**config.mk**
```make
export PLATFORM = sky130hd
export DESIGN_NAME = ctrl_pipe_tracker
export DESIGN_NICKNAME = d
export VERILOG_FILES = /design/src/rtl/ctrl_pipe_tracker.sv
export SDC_FILE = /design/constraint.sdc
export NUM_CORES = 1
export LEC_CHECK = 0
export CELL_PAD_IN_SITES_DETAIL_PLACEMENT = 0
export CELL_PAD_IN_SITES_GLOBAL_PLACEMENT = 1
export CORE_ASPECT_RATIO = 0.6
export CORE_MARGIN = 2
export CORE_UTILIZATION = 39
export DETAILED_ROUTE_END_ITERATION = 7
export GPL_TIMING_DRIVEN = 0
export PLACE_DENSITY_LB_ADDON = 0.3
export SYNTH_ARGS = -nofsm -noshare
export SYNTH_HDL_FRONTEND = slang
export SYNTH_SLANG_ARGS = --single-unit
```
**constraint.sdc**
```tcl
create_clock -name clk -period 3.7 [get_ports clk]
set_clock_uncertainty 0.1 [all_clocks]
set_input_delay 0.37 -clock clk [delete_from_list [all_inputs] [get_ports clk]]
set_output_delay 0.37 -clock clk [all_outputs]
set_load 0.005 [all_outputs]
```
**src/rtl/ctrl_pipe_tracker.sv**
```systemverilog
// Carries the decoded control bundle through ID/EX, EX/MEM and MEM/WB, inserting
// bubbles on load-use hazards and ID flushes, and drives the EX forwarding selects.
module ctrl_pipe_tracker #(
   parameter int REG_AW = 5,
   parameter int CNT_W  = 16
) (
   input  logic              clk,
   input  logic              rst,
   input  logic              id_valid,
   input  logic              id_alu_src,
   input  logic [1:0]        id_alu_op,
   input  logic              id_reg_dst,
   input  logic              id_mem_write,
   input  logic              id_mem_read,
   input  logic              id_mem_to_reg,
   input  logic              id_reg_write,
   input  logic              id_uses_rs,
   input  logic              id_uses_rt,
   input  logic [REG_AW-1:0] id_rs,
   input  logic [REG_AW-1:0] id_rt,
   input  logic [REG_AW-1:0] id_rd,
   input  logic              flush_id,
   output logic              stall,
   output logic              ex_alu_src,
   output logic [1:0]        ex_alu_op,
   output logic [REG_AW-1:0] ex_rs,
   output logic [REG_AW-1:0] ex_rt,
   output logic              mem_mem_write,
   output logic              mem_mem_read,
   output logic [REG_AW-1:0] mem_dest,
   output logic              wb_mem_to_reg,
   output logic              wb_reg_write,
   output logic [REG_AW-1:0] wb_dest,
   output logic [1:0]        fwd_a,
   output logic [1:0]        fwd_b,
   output logic [CNT_W-1:0]  stall_count
);

   logic              ex_mem_write;
   logic              ex_mem_read;
   logic              ex_mem_to_reg;
   logic              ex_reg_write;
   logic [REG_AW-1:0] ex_dest;
   logic              mem_mem_to_reg;
   logic              mem_reg_write;
   logic              load_use;
   logic              bubble;

   // EX/MEM wins over MEM/WB because it holds the younger write; r0 is never forwarded.
   function automatic logic [1:0] fwd_sel(
      input logic [REG_AW-1:0] src,
      input logic              m_we,
      input logic [REG_AW-1:0] m_dst,
      input logic              w_we,
      input logic [REG_AW-1:0] w_dst
   );
      logic [1:0] sel;
      sel = 2'b00;
      if (m_we && (m_dst != '0) && (m_dst == src))
         sel = 2'b10;
      else if (w_we && (w_dst != '0) && (w_dst == src))
         sel = 2'b01;
      return sel;
   endfunction

   assign load_use = id_valid & ex_mem_read & (ex_dest != '0) &
                     ((id_uses_rs & (id_rs == ex_dest)) | (id_uses_rt & (id_rt == ex_dest)));

   // A flushed ID instruction is discarded anyway, so it needs no hold, only the bubble.
   assign stall  = load_use & ~flush_id;
   assign bubble = ~id_valid | flush_id | load_use;

   assign fwd_a = fwd_sel(ex_rs, mem_reg_write, mem_dest, wb_reg_write, wb_dest);
   assign fwd_b = fwd_sel(ex_rt, mem_reg_write, mem_dest, wb_reg_write, wb_dest);

   always_ff @(posedge clk or posedge rst) begin
      if (rst) begin
         ex_alu_src    <= 1'b0;
         ex_alu_op     <= 2'b00;
         ex_mem_write  <= 1'b0;
         ex_mem_read   <= 1'b0;
         ex_mem_to_reg <= 1'b0;
         ex_reg_write  <= 1'b0;
         ex_rs         <= '0;
         ex_rt         <= '0;
         ex_dest       <= '0;
      end else if (bubble) begin
         ex_alu_src    <= 1'b0;
         ex_alu_op     <= 2'b00;
         ex_mem_write  <= 1'b0;
         ex_mem_read   <= 1'b0;
         ex_mem_to_reg <= 1'b0;
         ex_reg_write  <= 1'b0;
         ex_rs         <= '0;
         ex_rt         <= '0;
         ex_dest       <= '0;
      end else begin
         ex_alu_src    <= id_alu_src;
         ex_alu_op     <= id_alu_op;
         ex_mem_write  <= id_mem_write;
         ex_mem_read   <= id_mem_read;
         ex_mem_to_reg <= id_mem_to_reg;
         ex_reg_write  <= id_reg_write;
         ex_rs         <= id_rs;
         ex_rt         <= id_rt;
         ex_dest       <= id_reg_dst ? id_rd : id_rt;
      end
   end

   always_ff @(posedge clk or posedge rst) begin
      if (rst) begin
         mem_mem_write  <= 1'b0;
         mem_mem_read   <= 1'b0;
         mem_mem_to_reg <= 1'b0;
         mem_reg_write  <= 1'b0;
         mem_dest       <= '0;
         wb_mem_to_reg  <= 1'b0;
         wb_reg_write   <= 1'b0;
         wb_dest        <= '0;
      end else begin
         mem_mem_write  <= ex_mem_write;
         mem_mem_read   <= ex_mem_read;
         mem_mem_to_reg <= ex_mem_to_reg;
         mem_reg_write  <= ex_reg_write;
         mem_dest       <= ex_dest;
         wb_mem_to_reg  <= mem_mem_to_reg;
         wb_reg_write   <= mem_reg_write;
         wb_dest        <= mem_dest;
      end
   end

   // Saturating: holds at all-ones instead of wrapping.
   always_ff @(posedge clk or posedge rst) begin
      if (rst)
         stall_count <= '0;
      else if (stall && (stall_count != '1))
         stall_count <= stall_count + CNT_W'(1);
   end

endmodule

```
==> flow_metrics.tcl <==
set metrics [dict create \
    ios 77 \
    required_ns 3.23 \
    yosys-top-cells-area "dfrtp_1 56%, xnor2_1 10%, xor2_1 5.8%" \
    hp-start "ex_mem_to_reg$_DFF_PP0_" \
    power_mw 1.10 \
    netlist.area_leader.share_pct 55.7 \
    nets 311 \
    startpoint_type "primary input" \
    syn-cell-area_mm2 0.00243 \
    via_count 1770 \
    area_delta_synth_final_pct 39.8 \
    multiInputGateArea_mm2 0.00104 \
    cts.sinks 54 \
    yosysSeqAreaShare_pct 55.7 \
    postCtsResizedCells 0 \
    register_area_mm2 0.00135 \
    mostFrequentLayoutCells "75 x clkdlybuf4s50_1, 54 x dfrtp_1, 29 x xnor2_1" \
    placed_area_mm2 0.00330 \
    core-area_mm2 0.00606 \
    die_x_um 106 \
    layout-drive-gt1-share_pct 6.74 \
    postCtsSetupRepairBufs 0 \
    grt_max_degree 35 \
    r2r_start "ex_dest[1]$_DFF_PP0_" \
    grt_pass1_wl_mm 9.01 \
    drtAntennaViolNets 0 \
    hold_path.class "reg2reg" \
    grt_pass1_vias 1702 \
    grt-ovfl-total 0 \
    wl_per_cell_um 15.5 \
    path_clk_slew_ns 0.09 \
    fin_crit_sh_pct 81.2 \
    yosys_warnings 0 \
    cts_max_level 2 \
    largest_reg_flops 16 \
    hold_buffers 0 \
    avgSynthCellArea_um2 12.3 \
    clock.fmax_ghz 0.333 \
    yosysTopAreaCell "dfrtp_1" \
    vias_per_cell 4.84 \
    cpMostUsedCell "clkdlybuf4s50_1" \
    critPathBufInv 3 \
    setup_viol 0 \
    io_buffer_count 75 \
    ir_worst_vdd_uv 163 \
    cpLargestDelayFamily "buffers and inverters" \
    start_util_pct 40.1 \
    final_common_cell "clkdlybuf4s50_1" \
    fp.dieH_um 65.1 \
    critPathKind "in2out" \
    yosysUniqueCellTypes 34 \
    fin_area_mm2 0.00339 \
    cts_buffers 5 \
    die_area_mm2 0.00689 \
    period_needed_ns 3.00 \
    slew_violations 0 \
    pwr_density_cell_mw_per_mm2 323 \
    critPathArrivalTime_ns 2.53 \
    synthCells 198 \
    worst_skew_pair.late_latency_ns 0.30 \
    grt_setup_unrepaired "no" \
    crit_start "id_rt[4]" \
    routabilityCongestion 0.771 \
    first_iter_violations 72 \
    crit_path_end_kind "output port" \
    nFillCells 529 \
    syn_nets 228 \
    hold_viol_final 0 \
    slew_headroom_pct 67.6 \
    diodes 0 \
    drc 0 \
    dpl.hpwl_mm 4.37 \
    drv_cap 0 \
    antenna_found_initial 0 \
    cts_root_buf "clkbuf_8" \
    top_register "stall_count" \
    std_cell_rows 22 \
    slowest_stage "clkdlybuf4s50_1" \
    cpPeakStageDelay_ns 0.53 \
    worst_hold_slack_ns 0.253 \
    grt_use_total_pct 17.1 \
    dr.pass1.iters 4 \
    status "completed" \
    drt-total-wl_mm 5.66 \
    cts_max_path_buffers 2 \
    cp_cell_sequence "clkdlybuf4s50_1 > xnor2_1 > nand4_1 > o22ai_4 > buf_2 > and3_1 > clkdlybuf4s50_1" \
    cp_max_fo 10 \
    worst_pin_slew_ns 0.485 \
    ys_ff_latch 54 \
    power.leakage_nw 1.52 \
    final.setup.tns_ns 0 \
    tritoncts "built" \
]
## routing by layer
| layer | part of all wire [%] | routed length [µm] | GRT usage, % | vias to the layer above |
|---|---|---|---|---|
| met3 | 4.5 | 255 | 4.17 | 7 |
| li1 | - | - | - | 852 |
| met5 | 0 | 0 | 0 | - |
| met4 | 1.1 | 63 | 4.93 | 0 |
| met1 | 55 | 3130 | 28.5 | 856 |
| met2 | 39 | 2210 | 21.1 | 55 |
## metrics by stage
step	util, %	setup slack, ns	cells
floorplan	-	1.68	198
global placement	54.2	0.675	357
detailed placement	54.5	0.696	358
CTS	56.1	0.689	366
global route	56.1	0.489	366
finish	56.1	0.696	366
## synthesized netlist by cell type, drive strengths merged
| library cell | n |
|---|---|
| nor3b | 1 |
| o21a | 2 |
| nor4b | 1 |
| nor2b | 2 |
| or4 | 5 |
| and2 | 17 |
| and3 | 7 |
| o21ai | 2 |
| o22ai | 1 |
| xor2 | 16 |
| mux2i | 5 |
| mux2 | 1 |
| dfrtp | 54 |
| ha | 1 |
| o211a | 1 |
| or2 | 1 |
| buf | 4 |
| nor2 | 2 |
| and2b | 3 |
| nand4 | 10 |
| and4 | 1 |
| nand3 | 12 |
| a21oi | 1 |
| nor4 | 4 |
| xnor2 | 29 |
| inv | 2 |
| o211ai | 1 |
| nor3 | 4 |
| nand2 | 7 |
| o311a | 1 |
## final timing paths
path                                               endpoint  slack [ns]  cells after the start
worst max-delay path                                  stall        0.70                      7
worst min-delay path               mem_mem_to_reg$_DFF_PP0_        0.25                      0
worst max register to register   stall_count[1]$_DFFE_PP0P_        1.61                      5
worst min register to register     mem_mem_to_reg$_DFF_PP0_        0.25                      0
max in group asynchronous                ex_rt[4]$_DFF_PP0_        2.66                      3
min in group asynchronous       stall_count[11]$_DFFE_PP0P_        0.29                      2
## where the power goes
part | leakage [nW] | switching (mW) | internal [mW] | total (mW)
clock | 0.0482 | 0.183 | 0.151 | 0.335
sequential | 0.735 | 0.0208 | 0.607 | 0.628
combinational | 0.733 | 0.0523 | 0.0822 | 0.134
total | 1.52 | 0.256 | 0.840 | 1.10
## cell type report
type                    count  share of cell area (%)
flip-flops and latches     54                    39.8
clock buffers               7                    2.54
plain buffers               4                   0.921
clock inverters             1                   0.147
repair buffers             76                    22.7
well taps                  84                    3.10
inverters                   2                   0.221
multi-input cells         138                    30.6
## logic make-up after synthesis
family | Yosys count | share of synthesized area [%]
multiplexers | 6 | 2.53
adder cells (fa/ha/maj) | 1 | 0.515
flip-flops | 54 | 55.7
buffers and inverters | 6 | 1.60
AO/OA/AOI/OAI | 9 | 4.43
AND/OR/NAND/NOR | 77 | 19.0
XOR/XNOR | 45 | 16.2
No activity file was read; power rests on OpenSTA's default activity.
